File: config.mk
export PLATFORM = sky130hd
export DESIGN_NAME = alu_pipe
export DESIGN_NICKNAME = d
export VERILOG_FILES = /design/src/rtl/alu_pipe.sv
export SDC_FILE = /design/constraint.sdc
export NUM_CORES = 1
export LEC_CHECK = 0
export CORE_AREA = 2 2 68 70
export CTS_CLUSTER_DIAMETER = 30
export DETAILED_ROUTE_END_ITERATION = 8
export DIE_AREA = 0 0 70 72
export GPL_ROUTABILITY_DRIVEN = 0
export GPL_TIMING_DRIVEN = 0
export PLACE_DENSITY = 0.8
export SYNTH_ARGS = -nofsm -noshare
export SYNTH_HDL_FRONTEND = slang
export SYNTH_SLANG_ARGS = --single-unit
File: constraint.sdc
create_clock -name Clk -period 7.65 [get_ports Clk]
set_clock_uncertainty 0.15 [all_clocks]
set_input_delay 1.53 -clock Clk [delete_from_list [all_inputs] [get_ports Clk]]
set_output_delay 1.53 -clock Clk [all_outputs]
set_load 0.02 [all_outputs]
File: src/rtl/alu_pipe.sv
// Registered ALU with valid/ready handshake on input and output; holds its result under backpressure.
// Define ALU_PIPE_MUL_EN to build the iterative shift-add multiplier for opcode 10 (otherwise it is illegal).
module alu_pipe #(
   parameter int WIDTH = 8
) (
   input  logic             Clk,
   input  logic             ResetN,
   input  logic             InValid,
   output logic             InReady,
   input  logic [WIDTH-1:0] InputA,
   input  logic [WIDTH-1:0] InputB,
   input  logic [3:0]       OP,
   output logic             OutValid,
   input  logic             OutReady,
   output logic [WIDTH-1:0] Out,
   output logic             Cond,
   output logic             Illegal
);

   localparam logic [1:0] IDLE = 2'd0;
   localparam logic [1:0] DONE = 2'd2;

   localparam logic [3:0] OP_ADD = 4'd0;
   localparam logic [3:0] OP_SUB = 4'd1;
   localparam logic [3:0] OP_AND = 4'd2;
   localparam logic [3:0] OP_OR  = 4'd3;
   localparam logic [3:0] OP_XOR = 4'd4;
   localparam logic [3:0] OP_NOT = 4'd5;
   localparam logic [3:0] OP_LSH = 4'd6;
   localparam logic [3:0] OP_RSH = 4'd7;
   localparam logic [3:0] OP_SLT = 4'd8;
   localparam logic [3:0] OP_SEQ = 4'd9;

`ifdef ALU_PIPE_MUL_EN
   localparam logic [1:0] BUSY   = 2'd1;
   localparam logic [3:0] OP_MUL = 4'd10;
   localparam int         CNT_W  = $clog2(WIDTH + 1);
   localparam logic [CNT_W-1:0] CNT_LOAD = CNT_W'(WIDTH);

   logic [2*WIDTH-1:0] mul_a;
   logic [2*WIDTH-1:0] mul_acc;
   logic [WIDTH-1:0]   mul_b;
   logic [CNT_W-1:0]   cnt;
`endif

   logic [1:0]       state;
   logic             accept;
   logic [WIDTH:0]   add_full;
   logic [WIDTH-1:0] alu_res;
   logic             alu_cond;
   logic             alu_ill;
   logic             use_zero;

   // InReady is combinational from OutReady so a held result can be replaced in the same cycle.
   assign InReady  = ResetN && (state == IDLE || (state == DONE && OutReady));
   assign OutValid = (state == DONE);
   assign accept   = InValid && InReady;
   assign add_full = {1'b0, InputA} + {1'b0, InputB};

   // NOTE: every output of this block gets a default first, so no path leaves one unassigned and no latch is inferred.
   always_comb begin
      alu_res  = '0;
      alu_cond = 1'b0;
      alu_ill  = 1'b0;
      use_zero = 1'b0;
      case (OP)
         OP_ADD: begin
            alu_res  = add_full[WIDTH-1:0];
            alu_cond = add_full[WIDTH];
         end
         OP_SUB: begin
            alu_res  = InputA - InputB;
            alu_cond = (InputA < InputB);
         end
         OP_AND: begin alu_res = InputA & InputB; use_zero = 1'b1; end
         OP_OR:  begin alu_res = InputA | InputB; use_zero = 1'b1; end
         OP_XOR: begin alu_res = InputA ^ InputB; use_zero = 1'b1; end
         OP_NOT: begin alu_res = ~InputA;         use_zero = 1'b1; end
         // Shifting by WIDTH or more already yields zero for logical shifts.
         OP_LSH: begin alu_res = InputA << InputB; use_zero = 1'b1; end
         OP_RSH: begin alu_res = InputA >> InputB; use_zero = 1'b1; end
         OP_SLT: begin
            alu_res  = {{(WIDTH-1){1'b0}}, (InputA < InputB)};
            alu_cond = (InputA < InputB);
         end
         OP_SEQ: begin
            alu_res  = {{(WIDTH-1){1'b0}}, (InputA == InputB)};
            alu_cond = (InputA == InputB);
         end
         default: alu_ill = 1'b1;
      endcase
      if (use_zero) alu_cond = (alu_res == '0);
   end

   // NOTE: state registers use non-blocking assignments so every flop samples pre-edge values.
   always_ff @(posedge Clk) begin
      if (!ResetN) begin
         state   <= IDLE;
         Out     <= '0;
         Cond    <= 1'b0;
         Illegal <= 1'b0;
`ifdef ALU_PIPE_MUL_EN
         cnt     <= '0;
         mul_a   <= '0;
         mul_b   <= '0;
         mul_acc <= '0;
`endif
      end else if (accept) begin
`ifdef ALU_PIPE_MUL_EN
         if (OP == OP_MUL) begin
            state   <= BUSY;
            cnt     <= CNT_LOAD;
            mul_a   <= {{WIDTH{1'b0}}, InputA};
            mul_b   <= InputB;
            mul_acc <= '0;
         end else
`endif
         begin
            state   <= DONE;
            Out     <= alu_res;
            Cond    <= alu_cond;
            Illegal <= alu_ill;
         end
      end
`ifdef ALU_PIPE_MUL_EN
      else if (state == BUSY) begin
         // One shift-add step per cycle; the extra cycle at cnt==0 publishes the product.
         if (cnt == '0) begin
            state   <= DONE;
            Out     <= mul_acc[WIDTH-1:0];
            Cond    <= |mul_acc[2*WIDTH-1:WIDTH];
            Illegal <= 1'b0;
         end else begin
            if (mul_b[0]) mul_acc <= mul_acc + mul_a;
            mul_a <= mul_a << 1;
            mul_b <= mul_b >> 1;
            cnt   <= cnt - 1'b1;
         end
      end
`endif
      else if (state == DONE && OutReady) begin
         state <= IDLE;
      end
   end

endmodule

==> metrics.md <==
| Metric | Value |
|---|---|
| Clk sinks | `11` |
| Die Area | `0.005040 mm2` |
| Combinational share of power | `55.7%` |
| Ant diodes | `0` |
| Fin cells | `390` |
| WL/cell | `18.18 um` |
| CP Buf/Inv Count | `4` |
| Reg area | `220.2 um2` |
| Ys flop type | `dfxtp_1` |
| DRC violations left | `0` |
| Multi-input gate area | `0.001898 mm2` |
| #FFs+latches synth | `11` |
| Pin count of the biggest net entering global routing | `14` |
| P_sw | `109.5 uW` |
| Area Overhead vs Synth | `19.61%` |
| Worst slew pin tran | `756.5 ps` |
| Reg power frac | `22.9%` |
| WL final | `7.092 mm` |
| Net Sw Frac | `40.23%` |
| EDFF count, synth | `0` |
| Warnings from Yosys | `0` |
| Final hold violations | `0` |
| Final period util | `71.56%` |
| Core area | `0.004264 mm2` |
| Vias per cell | `6.759` |
| Nets | `391` |
| Leakage power | `0.001103 uW` |
| RSZ-0062 raised after global routing | `false` |
| Critical Path End Type | `register` |
| Fill cells | `391` |
| Share of cells above drive strength 1 | `8.284%` |
| Initial core utilization | `53.87%` |
| I/O Buffers | `34` |
| DP HPWL | `5.473 mm` |
| Slew Limit Fails | `0` |
| Final min period | `5474 ps` |
| GRT overflow | `0` |
| Post-synthesis async set-or-reset flop share | `0%` |
| Clock Pin Slew Worst Setup and Hold Paths | `50 ps` |
| Clk Latency, worst-skew pair | `240 ps` |
| Maximum vdd ir drop | `0.04404 mV` |
| First-pass GRT wire length | `11.32 mm` |
| Status | `complete, no violations` |
| Setup CP Type | `in2reg` |
| Die span in x | `70 um` |
| Worst setup SP type | `input pin` |
| Cell Int Power | `162.7 uW` |
| CTS hold repair buffers | `0` |
| Seq/Total Area, Yosys | `9.586%` |
| CP max-delay cell | `clkdlybuf4s50_1` |
| Via count | `2636` |
| Max stage delay on crit path | `590 ps` |
| Die Y | `72 um` |
| Initial DRC Count | `436` |
| Placed Cells | `386` |
| Critical path peak fanout | `10` |
| Critical path data arrival time | `5470 ps` |
| Vias in the first global route | `2315` |
| Critical path, cell by cell | `clkdlybuf4s50_1 > buf_2 > buf_2 > inv_1 > ha_1 > o21bai_1 > nor4b_1 > nor3_1 > a221oi_1 > o221ai_1 > or4_1 > o32ai_1` |
| Max-cap violations | `0` |
| HP Class | `reg2reg` |
| Gr usage total | `27.44%` |
| Setup bufs post-CTS | `0` |
| Gate Count Post-Synth | `300` |
| Antenna Violating Nets Remaining | `0` |
| H-Tree Depth | `1` |
| PwrDens | `99.10 mW/mm2` |
| Yosys cell types | `66` |
| Clk root buf | `clkbuf_8` |
| CTS buffer count | `3` |
| # IOs | `36` |
| Final hold slack | `303.0 ps` |
| FP Rows | `24` |
| Final Setup Violations | `0` |
| Initial antenna violation count | `0` |
| Area of the mapped netlist | `0.002297 mm2` |
| First drt pass iteration count | `5` |
| Synthesized area per cell | `7.657 um2` |
| CTS tree | `done` |
| Most used cell along the critical path | `buf_2` |
| Max Clk Rate | `182.7 MHz` |
| Setup TNS | `0 ps` |
| CP delay by family, top | `buffers and inverters` |
| Max clock buf depth | `2` |
| Critical Path RT | `7650 ps` |
| Worst relative slew slack | `48.26%` |
| Part of the power in the clock network | `21.3%` |
| Util after Layout | `64.44%` |
| Syn Nets | `352` |
| Post-CTS resize count | `0` |
[registers in the layout, summed over array words and instances, names as in the netlist]
signal and count:
Cond 1, Illegal 1, Out 8, state 1
[metrics by stage]
stage               worst slack [ps]  area [um2]  power [uW]
finish                          2176        2748       272.3
global route                    1996        2748       288.1
CTS                             2274        2748       269.7
detailed placement              2048        2703       210.6
global placement                2060        2703       208.1
floorplan                       3190        2297       159.4
[power by group through the flow]
stage / clock (uW) / combinational, uW / sequential (uW)
floorplan: 0 / 91.8 / 67.6
global placement: 0 / 145 / 63.5
detailed placement: 0 / 147 / 63.6
CTS: 59.5 / 148 / 62.4
global route: 61.5 / 164 / 62.8
finish: 58.1 / 152 / 62.4
[cell type report]
| cell class | count | share of cell area, % |
|---|---|---|
| multi-input cells | 246 | 69.08 |
| repair buffers | 34 | 12.39 |
| flip-flops and latches | 11 | 8.015 |
| plain buffers | 20 | 3.370 |
| inverters | 23 | 3.142 |
| well taps | 52 | 2.368 |
| clock buffers | 4 | 1.639 |
[path summary, 6_finish.rpt]
kind / startpoint / slack [ps] / to / depth (start not counted)
setup / recovery: InputB[1] / 2180 / Cond$_SDFFE_PN0P_ / 12
hold / removal: Out[2]$_SDFFE_PN0P_ / 300 / Out[2]$_SDFFE_PN0P_ / 1
setup reg to reg: state[1]$_SDFFE_PN0P_ / 5340 / Cond$_SDFFE_PN0P_ / 7
hold reg to reg: Out[2]$_SDFFE_PN0P_ / 300 / Out[2]$_SDFFE_PN0P_ / 1
[Yosys cell counts, types with 8 or more instances]
cell type,n,share of area [%]
nor4_1,8,2.2
mux4_2,8,7.8
nor2b_1,9,2.5
a21oi_1,22,4.8
nand2_1,23,3.8
o22ai_1,8,2.2
dfxtp_1,11,9.6
nor2_1,15,2.5
o21ai_0,11,2.4
a22o_1,8,3.1
clkbuf_1,10,1.6
ha_1,26,14
buf_2,8,1.7
inv_1,22,3.6
[logic make-up after synthesis]
group,after synthesis,synth area share (%)
simple gates,99,23.58
mux,15,10.89
fa+ha+maj,28,15.90
buf+inv,43,7.789
compound gates,100,30.72
flops,11,9.586
xor+xnor,4,1.525
[per-layer routing]
| metal | vias up | wire, um | track usage, % |
|---|---|---|---|
| met2 | 169 | 3160 | 44.76 |
| li1 | 1217 | - | - |
| met5 | - | 0 | 0 |
| met1 | 1215 | 3005 | 38.32 |
| met4 | 0 | 238 | 5.983 |
| met3 | 35 | 687 | 4.861 |
[cell usage in the layout, fill, tap and decap left out, types with 3 or more instances in the layout]
cell	n
nor2_1	15
o31ai_1	4
mux4_2	8
mux2i_1	7
a21o_1	4
o21ai_0	11
clkbuf_1	11
dfxtp_1	11
and2_1	4
a22o_1	8
nor2b_1	9
inv_1	22
a22oi_1	4
nor3b_1	5
and3_1	4
nand2b_1	3
clkbuf_8	3
a21oi_1	22
o22ai_1	8
nor3_1	7
o21bai_1	3
a211oi_1	4
a221oi_1	3
nand2_1	23
buf_2	8
nand3_1	5
ha_1	26
nor4_1	8
clkdlybuf4s50_1	34
[worst register-to-register path, delay by kind of cell (launching register included)]
| kind | cells | cell delay [ps] |
|---|---|---|
| AO/OA/AOI/OAI | 2 | 300 |
| flip-flops | 1 | 300 |
| AND/OR/NAND/NOR | 5 | 1470 |
No activity file was read; power rests on OpenSTA's default activity.
